<file path="src/rtl/nn_layer_sequencer.sv">
// Control sequencer for a two-layer fully-connected network: streams the input vector and
// per-neuron weights into RAM, drives an external MAC chunk by chunk, then picks the argmax class.
module nn_layer_sequencer #(
  parameter int LANES    = 20,
  parameter int DW       = 8,
  parameter int N_IN     = 1000,
  parameter int N_HID    = 100,
  parameter int N_OUT    = 2,
  parameter int AW       = 16,
  parameter int HID_BASE = 1001,
  parameter int MAC_LAT  = 2,
  localparam int CAT_W   = (N_OUT > 1) ? $clog2(N_OUT) : 1
) (
  input  logic                 clk,
  input  logic                 reset,
  input  logic                 start,
  input  logic                 ld_valid,
  output logic                 ld_ready,
  output logic                 act_en,
  output logic                 act_we,
  output logic                 act_wsel,
  output logic [AW-1:0]        act_addr,
  output logic                 wgt_en,
  output logic                 wgt_we,
  output logic [AW-1:0]        wgt_addr,
  output logic                 mac_clear,
  output logic                 mac_acc,
  output logic                 mac_bias,
  input  logic signed [DW-1:0] mac_result,
  output logic                 busy,
  output logic                 done,
  output logic                 cat_valid,
  output logic [CAT_W-1:0]     category
);

  localparam int C0   = (N_IN + LANES - 1) / LANES;
  localparam int C1   = (N_HID + LANES - 1) / LANES;
  localparam int CMAX = (C0 > C1) ? C0 : C1;
  localparam int BW   = $clog2(CMAX + 1) + 1;
  localparam int NMAX = (N_HID > N_OUT) ? N_HID : N_OUT;
  localparam int NW   = $clog2(NMAX) + 1;
  localparam int WW   = $clog2(MAC_LAT + 1) + 1;

  typedef enum logic [3:0] {
    S_IDLE, S_LOAD_IN, S_LOAD_W, S_MAC, S_BIAS, S_WAIT, S_WB, S_ARGMAX, S_DONE
  } state_t;

  state_t state, state_nxt;

  logic                 layer;      // 0 hidden layer, 1 output layer
  logic [BW-1:0]        b;          // load beat / MAC chunk counter
  logic [NW-1:0]        n;          // neuron index, reused as argmax index
  logic [WW-1:0]        wcnt;
  logic signed [DW-1:0] best_val;
  logic [CAT_W-1:0]     best_idx;
  logic signed [DW-1:0] result [N_OUT];

  // Load stream: a beat transfers on a cycle where ld_valid && ld_ready; ld_ready depends
  // only on state, and the matching RAM write strobe is asserted in that same cycle.
  logic load_phase, accept;
  assign load_phase = (state == S_LOAD_IN) || (state == S_LOAD_W);
  assign accept     = ld_valid && load_phase;

  logic [BW-1:0]    c_cur;
  logic [AW-1:0]    chunk_addr, bias_addr;
  logic [CAT_W-1:0] out_idx;
  logic             last_in, last_w, last_chunk, wait_done, n_last, am_take;

  assign c_cur      = layer ? BW'(C1) : BW'(C0);
  assign chunk_addr = AW'(b) * AW'(LANES);
  assign bias_addr  = AW'(c_cur) * AW'(LANES);
  assign out_idx    = CAT_W'(n);
  assign last_in    = (b == BW'(C0 - 1));
  assign last_w     = (b == c_cur);
  assign last_chunk = (b == c_cur - 1'b1);
  assign wait_done  = (wcnt == WW'(MAC_LAT - 1));
  assign n_last     = layer ? (n == NW'(N_OUT - 1)) : (n == NW'(N_HID - 1));
  // Strict greater-than keeps the lowest index on ties.
  assign am_take    = (n == '0) || (result[out_idx] > best_val);

  always_ff @(posedge clk or posedge reset) begin
    if (reset) state <= S_IDLE;
    else       state <= state_nxt;
  end

  always_comb begin
    state_nxt = state;
    case (state)
      S_IDLE:    if (start) state_nxt = S_LOAD_IN;
      S_LOAD_IN: if (accept && last_in) state_nxt = S_LOAD_W;
      S_LOAD_W:  if (accept && last_w) state_nxt = S_MAC;
      S_MAC:     if (last_chunk) state_nxt = S_BIAS;
      S_BIAS:    state_nxt = S_WAIT;
      S_WAIT:    if (wait_done) state_nxt = S_WB;
      S_WB:      state_nxt = (layer && n_last) ? S_ARGMAX : S_LOAD_W;
      S_ARGMAX:  if (n_last) state_nxt = S_DONE;
      S_DONE:    state_nxt = S_IDLE;
      default:   state_nxt = S_IDLE;
    endcase
  end

  always_comb begin
    ld_ready = 1'b0;
    act_en   = 1'b0;
    act_we   = 1'b0;
    act_wsel = 1'b0;
    act_addr = '0;
    wgt_en   = 1'b0;
    wgt_we   = 1'b0;
    wgt_addr = '0;
    done     = 1'b0;
    busy     = (state != S_IDLE);
    case (state)
      S_LOAD_IN: begin
        ld_ready = 1'b1;
        act_en   = ld_valid;
        act_we   = ld_valid;
        act_addr = chunk_addr;
      end
      S_LOAD_W: begin
        ld_ready = 1'b1;
        wgt_en   = ld_valid;
        wgt_we   = ld_valid;
        wgt_addr = chunk_addr;
      end
      S_MAC: begin
        act_en   = 1'b1;
        wgt_en   = 1'b1;
        act_addr = layer ? AW'(HID_BASE) + chunk_addr : chunk_addr;
        wgt_addr = chunk_addr;
      end
      S_BIAS: begin
        wgt_en   = 1'b1;
        wgt_addr = bias_addr;
      end
      S_WB: begin
        if (!layer) begin
          act_en   = 1'b1;
          act_we   = 1'b1;
          act_wsel = 1'b1;
          act_addr = AW'(HID_BASE) + AW'(n);
        end
      end
      S_DONE: done = 1'b1;
      default: ;
    endcase
  end

  // Counters, MAC strobes (one cycle behind the RAM read address) and result registers.
  always_ff @(posedge clk or posedge reset) begin
    if (reset) begin
      layer     <= 1'b0;
      b         <= '0;
      n         <= '0;
      wcnt      <= '0;
      best_val  <= '0;
      best_idx  <= '0;
      cat_valid <= 1'b0;
      category  <= '0;
      mac_clear <= 1'b0;
      mac_acc   <= 1'b0;
      mac_bias  <= 1'b0;
      for (int i = 0; i < N_OUT; i++) result[i] <= '0;
    end else begin
      mac_clear <= (state == S_MAC) && (b == '0);
      mac_acc   <= (state == S_MAC);
      mac_bias  <= (state == S_BIAS);
      case (state)
        S_IDLE: begin
          if (start) begin
            cat_valid <= 1'b0;
            layer     <= 1'b0;
            b         <= '0;
            n         <= '0;
          end
        end
        S_LOAD_IN: if (accept) b <= last_in ? '0 : b + 1'b1;
        S_LOAD_W:  if (accept) b <= last_w ? '0 : b + 1'b1;
        S_MAC:     b <= last_chunk ? '0 : b + 1'b1;
        S_BIAS:    wcnt <= '0;
        S_WAIT:    wcnt <= wcnt + 1'b1;
        S_WB: begin
          if (layer) result[out_idx] <= mac_result;
          if (n_last) begin
            n     <= '0;
            layer <= 1'b1;
          end else begin
            n <= n + 1'b1;
          end
        end
        S_ARGMAX: begin
          if (am_take) begin
            best_val <= result[out_idx];
            best_idx <= out_idx;
          end
          n <= n_last ? '0 : n + 1'b1;
          if (n_last) begin
            cat_valid <= 1'b1;
            category  <= am_take ? out_idx : best_idx;
          end
        end
        default: ;
      endcase
    end
  end

endmodule

</file>
<file path="config.mk">
export PLATFORM = sky130hd
export DESIGN_NAME = nn_layer_sequencer
export DESIGN_NICKNAME = d
export VERILOG_FILES = /design/src/rtl/nn_layer_sequencer.sv
export SDC_FILE = /design/constraint.sdc
export NUM_CORES = 1
export LEC_CHECK = 0
export ABC_AREA = 1
export BUFFER_PORTS_ARGS = -buffer_cell sky130_fd_sc_hd__buf_4
export CAP_MARGIN = 0
export CORE_MARGIN = 5
export CORE_UTILIZATION = 48
export CTS_BUF_LIST = sky130_fd_sc_hd__clkbuf_4
export DETAILED_ROUTE_END_ITERATION = 10
export PLACE_DENSITY = 0.69
export SETUP_SLACK_MARGIN = 0.4
export SYNTH_ARGS = -nofsm -noshare
export SYNTH_HDL_FRONTEND = slang
export SYNTH_SLANG_ARGS = --single-unit
</file>
<file path="constraint.sdc">
create_clock -name clk -period 3.5 [get_ports clk]
set_input_delay 0.35 -clock clk [delete_from_list [all_inputs] [get_ports clk]]
set_output_delay 0.35 -clock clk [all_outputs]
set_load 0.05 [all_outputs]
</file>
Word-level counts from Yosys, hierarchy flattened
Index checks and enable logic that the tools add are counted.

storage, ports and cells
  register bits after elaboration = 53
  memory bits (writable) = 0
  memories = 0
  bits in latches = 0
  word-level logic and storage cells = 122
  input bits = 12
  memory bits (read-only) = 0

operators by class
  magnitude comparators = 3
  div/mod/pow operators = 0
  equality and inequality tests = 23
  multiply operators = 2
  shift-type cells = 0
  add/sub/neg operators = 6
  reductions and logical operators = 29
  bitwise operators = 1
  muxes and demuxes = 44

operators by type and width
  operator                count
  $mux 8                  6
  $mux 7                  6
  $pmux 13 s3             1
  $pmux 4 s8              1
  $pmux 7 s4              1
  $mux 4                  6
  $pmux 12 s2             1
  $bwmux 16               1
  $eq 4x3->1 const B      4
  $pmux 8 s2              1
  $ne 2x2->1 const B      7
  $add 10x12->13 const A  1
  $mux 13                 1
  $add 10x8->11 const A   1
  $mux 11                 1
  $mul 7x3->10 const B    1
  $mul 6x3->9 const B     1
  $mux 1                  9
  $add 8x1->8 const B     1
  $demux 8 s1             1
  $eq 4x2->1 const B      2
  $eq 8x1->1 const B      1
  $eq 8x7->1 const B      1
  $gt 8x8->1              1
  other kinds (30)        51

Logic depth before layout (Yosys ltp)
  word-level depth = 7
  mapped depth = 19

Worst setup path before layout
No wires, ideal clock.

  path type = register to output
  start = reg b[1]
  end = out act_addr[12]
  slack = 0.164 ns
  buffers on the path = 0
  cell stages (with the launch flop) = 10
  arrival time = 2.986 ns
  path through = dfrtp_1 -> ha_1 -> ha_1 -> fa_1 -> nand3_1 -> nand2_1 -> xnor2_1 -> nand3_1 -> nand3_1 -> nor3_1

on the way
  longest elaborated chain between the ends = 4

ends and longest elaborated chain
  element                 line  text
  start, declared         51    logic [BW-1:0] b;
  start signal, assigned  177   S_LOAD_IN: if (accept) b <= last_in ? '0 : b + 1'b1;
  start signal, assigned  178   S_LOAD_W: if (accept) b <= last_w ? '0 : b + 1'b1;
  start signal, assigned  179   S_MAC: b <= last_chunk ? '0 : b + 1'b1;
  $mul 7x3->10            70    assign chunk_addr = AW'(b) * AW'(LANES);
  $add 10x12->13          129   act_addr = layer ? AW'(HID_BASE) + chunk_addr : chunk_addr;
  $mux 13                 129
  $pmux 13 s3             113   case (state)
  end, declared           22    output logic [AW-1:0] act_addr,

Every way passes these cells.

Worst setup path after layout
  start = reg b[3]
  end = out act_addr[8]

on the way
  longest elaborated chain between the ends = 4

ends and longest elaborated chain
  element         line
  $mul 7x3->10 *  70
  $add 10x12->13  129
  $mux 13         129
  $pmux 13 s3 *   113

Every way passes the cells marked *; elsewhere a longest branch is shown, timed or not.

==> reports/metrics.yaml <==
slowest_delay_ns: 0.49
drt_iter0_drc: 258
setup_violations: 0
ys_seq_area_share_pct: 34.8
fin_area_um2: 4650
numPortBuffers: 47
cp-end-kind: "output pin"
rows: 32
drv_slew: 0
hpwl_um: 7290
area_growth_syn_to_layout_pct: 22.1
num-fill-cells: 694
start_util_pct: 49.3
drive_above_1_share_pct: 25.5
worstHoldPathType: "in2async"
die_h_um: 99.0
cp_top_family: "adder cells"
outcome: "finished clean"
grt_pass1_wl_um: 16700
grtUsageTotal_pct: 20.8
cap_violations: 0
max_freq_mhz: 322
ys_warn_count: 0
crit_chain: "ha_4 -> ha_4 -> fa_2 -> xnor2_2 -> nand3_2 -> a21oi_4 -> nand2_1 -> a21oi_1 -> o21ai_1 -> nand2_1 -> buf_6"
drc: 0
multiInputGateArea_um2: 2280
reg2regPathDepth: 13
vias_per_cell: 5.40
rsz0062_at_grt: "yes"
antenna_found_initial: 0
critPathArrivalTime_ns: 2.75
grt_max_degree: 35
firstDrtPassIters: 5
synth_flop_cell: "dfrtp_1"
relSlewSlack_pct: 36.9
clockBufferDepth: 2
grt_pass1_vias: 3455
cts_inserted_buffers: 5
crit_required_ns: 3.15
post-route-period-util_pct: 88.6
async_flop_share_pct: 100
syn_inst: 518
power_leakage_uw: 0.00240
clk_pin_slew_ns: 0.16
cts_tree: "built"
critPathMaxFanout: 3
cts_htree_levels: 2
peakVddDrop_mv: 0.231
tns_ns: 0
critical_path_class: "reg2out"
p_per_area_nw_per_um2: 697
slowest_stage: "dfrtp_2"
synth-edff-count: 0
core_area_um2: 7730
die_width_um: 99.0
min_period_ns: 3.10
layout.nets: 618
max_slew.worst_pin.slew_ns: 0.943
grt_overflow: 0
cts.sinks: 53
skew_ns: 0.0154
clock_latency_ns: 0.38
critical_path_depth: 11
yosys_register_bits: 53
syn_area_um2: 3810
die_area_um2: 9810
ys_types: 44
cts_root_buffer: "clkbuf_4"
via_count: 3680
whs_ns: 0.0796
avgRoutedWirePerCell_um: 15.1
ff_latch_area_um2: 1340
antenna_left: 0
cp_num_buf_inv: 1
ios: 57
dpl_cell_area_um2: 4190
synth_area_per_cell_um2: 7.35
cp-start-kind: "flop"
wl_um: 10300
place_congestion: 0.959
finalHoldViolCount: 0
antennaDiodeCount: 0
cells in the mapped netlist (2+ instances only):
cell / instances / area share [%]
nand2_1: 121 / 12
inv_2: 8 / 0.79
inv_1: 65 / 6.4
o22ai_1: 5 / 0.82
xor2_1: 10 / 2.3
a21oi_1: 16 / 2.1
buf_4: 11 / 2.2
nor4_1: 2 / 0.33
nand2_2: 8 / 1.3
clkbuf_1: 3 / 0.30
clkbuf_2: 2 / 0.26
ha_1: 26 / 8.5
o32ai_1: 2 / 0.46
nand3_1: 42 / 5.5
nor2_2: 4 / 0.66
dfrtp_1: 53 / 35
o21ai_0: 41 / 5.4
nand3_2: 3 / 0.79
or2_2: 2 / 0.33
buf_2: 5 / 0.66
nor2_1: 42 / 4.1
nand4_1: 8 / 1.3
xnor2_1: 4 / 0.92
a21oi_2: 2 / 0.46
nor2_4: 3 / 0.89
o221ai_1: 4 / 0.92
nor3_1: 7 / 0.92
o211ai_1: 3 / 0.59
layout make-up:
class	count	share of cell area (%)
Multi-Input combinational cell	377	49.1
Sequential cell	53	28.8
Timing Repair Buffer	68	11.7
Inverter	74	6.03
Tap cell	102	2.75
Clock inverter	3	0.942
Clock buffer	5	0.808
flip-flops by register name (all words and copies together), names as in the netlist, 3 cells and up:
register	flops
wcnt	3
state	4
result	16
b	7
best_val	8
n	8
path summary, 6_finish.rpt:
path	start	end	slack [ns]
min in group clk	mac_result[1]	result[1]	0.22
min	reset	result[1]	0.08
min reg2reg	best_val[3]	best_val[3]	0.49
max reg2reg	n[0]	best_val[0]	0.90
max in group asynchronous	reset	n[0]	2.64
max	b[3]	act_addr[8]	0.40
worst register-to-register path: cells and delay by family (launching register included):
family	cells	cell delay, ns
simple gates	9	1.03
flops	1	0.60
compound gates	2	0.27
fa+ha+maj	1	0.32
buf+inv	1	0.30
metrics by stage:
stage | instances | worst slack, ns | total power, uW | utilization (%)
after global placement | 654 | 0.405 | 2680 | 54.2
after global routing | 682 | 0.289 | 3500 | 60.1
after detailed placement | 654 | 0.373 | 2720 | 54.2
after CTS | 672 | 0.403 | 3140 | 57.5
final | 682 | 0.399 | 3240 | 60.1
after floorplan | 526 | 0.497 | 2290 | -
routing by layer:
metal | global-route usage, % | vias up | share of wire, %
li1 | - | 1788 | -
met1 | 27.5 | 1728 | 43
met2 | 34.5 | 139 | 48
met3 | 3.54 | 25 | 6.8
met4 | 6.62 | 0 | 2.8
met5 | 0 | - | 0
timing repair:
action,4_1_cts,5_1_grt
setup endpoints to repair,8,11
pin swaps,7,11
setup buffers,10,10
hold buffers,0,0
gates resized for setup,24,26
placed cells by master (no fill, tap or decap), types with 4 or more instances in the layout:
master    count
xor2_1        9
clkbuf_4      5
buf_4        62
nand3_2       9
a21oi_1      14
ha_4          5
o21ai_0      37
ha_1         19
dfrtp_1      45
buf_6         5
o221ai_1      4
o21ai_1       4
nand3_1      36
nand4_1       8
nor3_1        6
nor2_1       39
inv_1        63
conb_1        9
inv_2        10
o22ai_1       5
dfrtp_2       8
nor2_2        7
nand2_2      11
nand2_1     117
cells by family (layout without fill, tap and decap cells):
family / Yosys count / in the layout / share of synthesized area [%]
muxes: 1 / 1 / 0.263
adders and majority gates: 27 / 27 / 9.07
xor gates and xnor gates: 15 / 15 / 3.65
AOI/OAI and AO/OA: 82 / 82 / 12.7
and+or+nand+nor: 243 / 243 / 28.3
buffers and inverters: 96 / 150 / 11.0
DFF: 53 / 53 / 34.8
other: 1 / 9 / 0.0985
where the power goes:
group	leakage (uW)	total, uW	internal, uW	switching (uW)
Sequential	0.000657	922	762	160
Combinational	0.00170	1960	635	1330
Clock	0.0000456	354	152	202
Total	0.00240	3240	1550	1690
(Power assumes the default switching activity.)
